===== src/rtl/calc_pkg.sv =====
// Shared types for the sequential calculator.
// Function codes and FSM states.
package calc_pkg;

    typedef enum logic [1:0] {
        FCT_ADD = 2'b00,
        FCT_SUB = 2'b01,
        FCT_MUL = 2'b10,
        FCT_DIV = 2'b11
    } fct_e;

    typedef enum logic [1:0] {
        ST_IDLE = 2'b00,
        ST_EXEC = 2'b01,
        ST_DONE = 2'b10
    } state_e;

endpackage


===== src/rtl/seq_calc_muldiv_iter.sv =====
// Iterative shift-add multiply / restoring divide datapath.
// res/rem present the value after the current step completes.
module muldiv_iter
    import calc_pkg::*;
#(
    parameter int WIDTH = 8
) (
    input  logic               clk,
    input  logic               rst,
    input  logic               init,
    input  logic               step,
    input  fct_e               mode,
    input  logic [WIDTH-1:0]   a,
    input  logic [WIDTH-1:0]   b,
    output logic               last,
    output logic [2*WIDTH-1:0] res,
    output logic [2*WIDTH-1:0] rem
);

    localparam int CW = $clog2(WIDTH + 1);

    logic [CW-1:0]      cnt;
    logic [2*WIDTH-1:0] acc;
    logic [2*WIDTH-1:0] mcand;
    logic [WIDTH-1:0]   mplier;
    logic [WIDTH-1:0]   quo;
    logic [WIDTH-1:0]   part;
    logic [WIDTH-1:0]   dvsr;

    logic [2*WIDTH-1:0] acc_nxt;
    logic [WIDTH:0]     trial;
    logic [WIDTH:0]     diff;
    logic [WIDTH-1:0]   part_nxt;
    logic [WIDTH-1:0]   quo_nxt;
    logic               is_div;

    assign is_div = (mode == FCT_DIV);
    assign last   = (cnt == CW'(WIDTH - 1));

    // One iteration of each algorithm; bit WIDTH of diff is the borrow.
    always_comb begin
        acc_nxt = mplier[0] ? acc + mcand : acc;
        trial   = {part, quo[WIDTH-1]};
        diff    = trial - {1'b0, dvsr};
        if (diff[WIDTH]) begin
            part_nxt = trial[WIDTH-1:0];
            quo_nxt  = {quo[WIDTH-2:0], 1'b0};
        end else begin
            part_nxt = diff[WIDTH-1:0];
            quo_nxt  = {quo[WIDTH-2:0], 1'b1};
        end
        if (is_div) begin
            res = {{WIDTH{1'b0}}, quo_nxt};
            rem = {{WIDTH{1'b0}}, part_nxt};
        end else begin
            res = acc_nxt;
            rem = '0;
        end
    end

    // Load operands on init, advance one iteration per step.
    always_ff @(posedge clk or posedge rst) begin
        if (rst) begin
            cnt    <= '0;
            acc    <= '0;
            mcand  <= '0;
            mplier <= '0;
            quo    <= '0;
            part   <= '0;
            dvsr   <= '0;
        end else if (init) begin
            cnt    <= '0;
            acc    <= '0;
            mcand  <= {{WIDTH{1'b0}}, a};
            mplier <= b;
            quo    <= a;
            part   <= '0;
            dvsr   <= b;
        end else if (step) begin
            cnt <= cnt + 1'b1;
            if (is_div) begin
                quo  <= quo_nxt;
                part <= part_nxt;
            end else begin
                acc    <= acc_nxt;
                mcand  <= mcand << 1;
                mplier <= mplier >> 1;
            end
        end
    end

endmodule


===== src/rtl/seq_calc.sv =====
// Handshaked multi-cycle calculator: add, sub, mul, div.
// FSM, add/sub, zero-divisor check and result registers.
module seq_calc
    import calc_pkg::*;
#(
    parameter int WIDTH = 8
) (
    input  logic               clock_i,
    input  logic               reset_i,
    input  logic               start_i,
    input  logic [WIDTH-1:0]   a_i,
    input  logic [WIDTH-1:0]   b_i,
    input  logic [1:0]         fct_i,
    output logic [2*WIDTH-1:0] res_o,
    output logic [2*WIDTH-1:0] rem_o,
    output logic               busy_o,
    output logic               done_o,
    output logic               err_o
);

    state_e             state;
    state_e             state_nxt;
    logic [WIDTH-1:0]   a_q;
    logic [WIDTH-1:0]   b_q;
    fct_e               fct_q;

    logic               accept;
    logic               iter;
    logic               finish;
    logic               it_last;
    logic [2*WIDTH-1:0] it_res;
    logic [2*WIDTH-1:0] it_rem;
    logic [2*WIDTH-1:0] res_nxt;
    logic [2*WIDTH-1:0] rem_nxt;
    logic               err_nxt;

    muldiv_iter #(.WIDTH(WIDTH)) u_iter (
        .clk  (clock_i),
        .rst  (reset_i),
        .init (accept),
        .step (iter),
        .mode (fct_q),
        .a    (a_i),
        .b    (b_i),
        .last (it_last),
        .res  (it_res),
        .rem  (it_rem)
    );

    assign busy_o = (state == ST_EXEC);
    assign done_o = (state == ST_DONE);

    // State register.
    always_ff @(posedge clock_i or posedge reset_i) begin
        if (reset_i) state <= ST_IDLE;
        else         state <= state_nxt;
    end

    // Next state, iteration control and completion values.
    always_comb begin
        state_nxt = state;
        accept    = 1'b0;
        iter      = 1'b0;
        finish    = 1'b0;
        res_nxt   = res_o;
        rem_nxt   = rem_o;
        err_nxt   = 1'b0;
        case (state)
            ST_IDLE: begin
                if (start_i) begin
                    accept    = 1'b1;
                    state_nxt = ST_EXEC;
                end
            end
            ST_EXEC: begin
                unique case (fct_q)
                    FCT_ADD: begin
                        finish  = 1'b1;
                        res_nxt = {{WIDTH{1'b0}}, a_q} + {{WIDTH{1'b0}}, b_q};
                        rem_nxt = '0;
                    end
                    FCT_SUB: begin
                        finish  = 1'b1;
                        res_nxt = {{WIDTH{1'b0}}, a_q} - {{WIDTH{1'b0}}, b_q};
                        rem_nxt = '0;
                    end
                    FCT_MUL: begin
                        iter    = 1'b1;
                        finish  = it_last;
                        res_nxt = it_res;
                        rem_nxt = '0;
                    end
                    FCT_DIV: begin
                        if (b_q == '0) begin
                            finish  = 1'b1;
                            res_nxt = '1;
                            rem_nxt = {{WIDTH{1'b0}}, a_q};
                            err_nxt = 1'b1;
                        end else begin
                            iter    = 1'b1;
                            finish  = it_last;
                            res_nxt = it_res;
                            rem_nxt = it_rem;
                        end
                    end
                endcase
                if (finish) state_nxt = ST_DONE;
            end
            ST_DONE: state_nxt = ST_IDLE;
            default: state_nxt = ST_IDLE;
        endcase
    end

    // Capture operands on accept; update outputs on completion.
    always_ff @(posedge clock_i or posedge reset_i) begin
        if (reset_i) begin
            a_q   <= '0;
            b_q   <= '0;
            fct_q <= FCT_ADD;
            res_o <= '0;
            rem_o <= '0;
            err_o <= 1'b0;
        end else begin
            if (accept) begin
                a_q   <= a_i;
                b_q   <= b_i;
                fct_q <= fct_e'(fct_i);
            end
            if (finish) begin
                res_o <= res_nxt;
                rem_o <= rem_nxt;
                err_o <= err_nxt;
            end
        end
    end

endmodule


===== config.mk =====
export PLATFORM = sky130hd
export DESIGN_NAME = seq_calc
export DESIGN_NICKNAME = d
export VERILOG_FILES = /design/src/rtl/calc_pkg.sv /design/src/rtl/seq_calc_muldiv_iter.sv /design/src/rtl/seq_calc.sv
export SDC_FILE = /design/constraint.sdc
export NUM_CORES = 1
export LEC_CHECK = 0
export BUFFER_PORTS_ARGS = -buffer_cell sky130_fd_sc_hd__buf_2
export CORE_MARGIN = 4
export CORE_UTILIZATION = 60
export DETAILED_ROUTE_END_ITERATION = 8
export PLACE_DENSITY = 0.9
export SLEW_MARGIN = 10
export SYNTH_ARGS = -nofsm -noshare
export SYNTH_HDL_FRONTEND = slang
export SYNTH_SLANG_ARGS = --single-unit

===== constraint.sdc =====
create_clock -name clock_i -period 4.5 [get_ports clock_i]
set_input_delay 0.225 -clock clock_i [delete_from_list [all_inputs] [get_ports clock_i]]
set_output_delay 0.225 -clock clock_i [all_outputs]
set_load 0.05 [all_outputs]

==> impl_metrics.env <==
export IMPL_outcome="finished clean"
export IMPL_swShare=0.5019
export IMPL_synth_fa_ha_area_frac=0.08930
export IMPL_synth_xor_area_share=0.03907
export IMPL_grt_pass1_vias=5610
export IMPL_min_to="fct_q[1]$_DFFE_PP0P_"
export IMPL_h_tree_depth=3
export IMPL_place_port_buffers=47
export IMPL_postCtsSetupRepairBufs=0
export IMPL_clock_sinks=105
export IMPL_grt_first_pass_wirelength_mm=28.12
export IMPL_switching_power_uw=2616
export IMPL_root_buffer="clkbuf_8"
export IMPL_synthFlopType="dfrtp_1"
export IMPL_tightest_slew_ns=0.8693
export IMPL_cp_start_kind="register"
export IMPL_fillCellCount=819
export IMPL_synth_edf_count=0
export IMPL_arrival_ns=3.55
export IMPL_cp_max_fo=7
export IMPL_synth_top_family_by_area="compound AO/OA/AOI/OAI gates"
export IMPL_ant_nets=0
export IMPL_power_uw=5213
export IMPL_gp_congestion=1.007
export IMPL_ios=56
export IMPL_dieArea_sq_um=12570
export IMPL_clk_latency_ns=0.39
export IMPL_grt_start_max_net_pins=64
export IMPL_dr_pass1_iters=5
export IMPL_min_period_ns=3.237
export IMPL_die_width_um=112.1
export IMPL_detail_route_vias_per_cell=6.414
export IMPL_drv_slew=0
export IMPL_synthMuxAreaShare=0.03657
export IMPL_syn_to_final_growth_pct=7.525
export IMPL_path_class="register to register"
export IMPL_antenna_found_initial=0
export IMPL_vdd_drop_max_mv=0.5309
export IMPL_yosys_cell_types_count=72
export IMPL_clockPowerShare=0.114
export IMPL_hp_start="fct_i[1]"
export IMPL_die_h_um=112.1
export IMPL_finalNetCount=818
export IMPL_skew_ns=0.008092
export IMPL_fmax_ghz=0.3089
export IMPL_avgSynthCellArea_sq_um=9.042
export IMPL_drt_wl_total_mm=17.38
export IMPL_hold_viol=0
export IMPL_synth_simple_area_share=0.1674
export IMPL_vias=5734
export IMPL_routedWlPerCell_um=19.44
export IMPL_setup_violations=0
export IMPL_cts_resized=0
export IMPL_numCtsBuffers=9
export IMPL_ys_seq_elements=105
export IMPL_synth_cell_area_sq_um=6501
export IMPL_p_leak_uw=0.003369
export IMPL_dpl_hpwl_mm=12.78
export IMPL_cellPowerDensity_nw_per_um2=745.7
export IMPL_coreArea_sq_um=10420
export IMPL_rows=37
export IMPL_grt_usage=0.2797
export IMPL_yosys_warnings=0
export IMPL_finalCritPeriodShare=0.7194
export IMPL_rsz0062_at_grt="no"
export IMPL_clk_pin_slew_ns=0.09
export IMPL_n_antenna_cell=0
export IMPL_cts_max_path_buffers=2
export IMPL_ys_seq_area_frac=0.4042
export IMPL_regToRegStartpoint="u_iter.quo[7]$_DFFE_PP0P_"
export IMPL_hold_path_depth=3
export IMPL_drive_gt1_frac=0.1306
export IMPL_cts_tree="yes"
export IMPL_start_util=0.6241
export IMPL_reg2reg_setup_slack_ns=1.26
export IMPL_intPower_uw=2597
export IMPL_p_comb_frac=0.587
export IMPL_drc=0
export IMPL_synth_compound_area_share=0.2090
export IMPL_relSlewSlack=0.4055
export IMPL_syn_inst=719
export IMPL_overflow=0
export IMPL_endpoint_kind="register"
export IMPL_detail_route_iter0_violations=478
export IMPL_crit_required_ns=4.81
export IMPL_async_flop_share=1.000
export IMPL_power_share_sequential=0.299
export IMPL_hold_buffers=1
export IMPL_hp_class="primary input to register"
export IMPL_cap_violations=0
export IMPL_rr_endpoint="rem_o[0]$_DFFE_PP0P_"
export IMPL_finalSetupTns_ns=0
export IMPL_worst_r2r_cell_count=11
## registers in the layout (all words and copies together), names as in the netlist, 8 cells and up
name and flops:
res_o 16, rem_o 8, u_iter.mplier 8, u_iter.mcand 16, u_iter.quo 8, u_iter.dvsr 8
a_q 8, u_iter.acc 16, u_iter.part 8
## area by class of cell
class / count / area (sq um) / share of cell area
Inverter: 34 / 132.6 / 0.01897
Timing Repair Buffer: 58 / 320.3 / 0.04582
Clock inverter: 5 / 56.30 / 0.008054
Clock buffer: 11 / 131.4 / 0.01879
Sequential cell: 105 / 2628 / 0.3759
Multi-Input combinational cell: 545 / 3552 / 0.5081
Tap cell: 136 / 170.2 / 0.02434
## power groups by stage
stage | combinational [uW] | sequential (uW) | clock, uW
floorplan | 2090 | 1730 | 0
global placement | 2880 | 1540 | 0
detailed placement | 3000 | 1560 | 0
CTS | 3010 | 1550 | 597
global route | 3340 | 1590 | 639
finish | 3060 | 1560 | 594
## critical path, cell delays in order, from the launching register on
cell and delay, ns:
dfrtp_1 0.39, inv_1 0.07, ha_1 0.14, inv_1 0.06, fa_1 0.42, a21oi_1 0.19, o21ai_0 0.16, o41ai_1 0.35
xor2_1 0.55, buf_4 0.29, mux2_2 0.36, o211ai_1 0.17
## per-stage QoR
step	instances	hold slack [ns]	setup slack [ns]	utilization	instance area, sq um
after floorplan	726	0.3304	1.514	-	6528
after global placement	877	0.4067	1.526	0.6521	6793
after detailed placement	877	0.4220	1.336	0.6521	6793
after CTS	894	0.02372	1.303	0.6711	6990
after global routing	894	0.04633	1.016	0.6711	6990
final	894	0.04174	1.263	0.6711	6990
## worst max path at each step
stage / from / end / slack, ns / cells past startpoint
floorplan: reset_i / a_q[0]$_DFFE_PP0P_ / 1.51 / 1
global placement: u_iter.quo[7]$_DFFE_PP0P_ / rem_o[0]$_DFFE_PP0P_ / 1.53 / 11
detailed placement: u_iter.quo[7]$_DFFE_PP0P_ / rem_o[0]$_DFFE_PP0P_ / 1.34 / 11
CTS: u_iter.quo[7]$_DFFE_PP0P_ / rem_o[0]$_DFFE_PP0P_ / 1.30 / 11
global route: u_iter.dvsr[0]$_DFFE_PP0P_ / rem_o[0]$_DFFE_PP0P_ / 1.02 / 10
finish: u_iter.quo[7]$_DFFE_PP0P_ / rem_o[0]$_DFFE_PP0P_ / 1.26 / 11
## cells in the final DEF, fill, tap and decap left out, drive strengths merged, types with 15 or more instances in the layout
cell,Yosys,final
nand2,106,106
buf,21,57
nand3,28,28
o21ai,71,71
ha,40,40
o211ai,15,15
mux2i,17,17
dfrtp,105,105
a21oi,38,38
inv,33,33
nor2,48,48
xnor2,19,19
## cell usage after synthesis, types with 4 or more instances
master | instances | area share
a21oi_2 | 5 | 0.0067
a211oi_1 | 6 | 0.0069
inv_1 | 31 | 0.018
fa_1 | 4 | 0.012
a22oi_1 | 8 | 0.0092
nor3_1 | 5 | 0.0038
clkbuf_1 | 21 | 0.012
o21a_1 | 5 | 0.0058
o31ai_1 | 7 | 0.0081
o21ai_1 | 8 | 0.0062
mux2i_1 | 17 | 0.026
and2_1 | 5 | 0.0048
nor2_1 | 47 | 0.027
and3_1 | 7 | 0.0067
xor2_1 | 10 | 0.013
nand3_1 | 27 | 0.021
dfrtp_1 | 105 | 0.40
o21ai_0 | 62 | 0.048
o311ai_0 | 5 | 0.0067
a31oi_1 | 6 | 0.0058
nand2_1 | 104 | 0.060
nor3b_1 | 4 | 0.0046
xnor2_1 | 19 | 0.026
nor2b_1 | 5 | 0.0048
nand4_1 | 12 | 0.012
a22o_1 | 10 | 0.013
nand2b_1 | 5 | 0.0048
ha_1 | 40 | 0.077
a21oi_1 | 33 | 0.025
buf_4 | 11 | 0.013
buf_2 | 5 | 0.0038
o211ai_1 | 15 | 0.017
a21o_1 | 8 | 0.0092
## kinds of logic after synthesis
family | after synthesis
fa+ha+maj | 44
simple gates | 237
xor+xnor | 29
buf+inv | 76
flops | 105
compound gates | 206
mux | 21
other cells | 1
## layer usage
layer / up-vias / GRT usage / routed length, um
li1: 2627 / - / -
met1: 2756 / 0.3768 / 7334
met2: 304 / 0.4426 / 8147
met3: 47 / 0.05229 / 1375
met4: 0 / 0.1258 / 520
met5: - / 0 / 0
No activity file was read; power rests on OpenSTA's default activity.
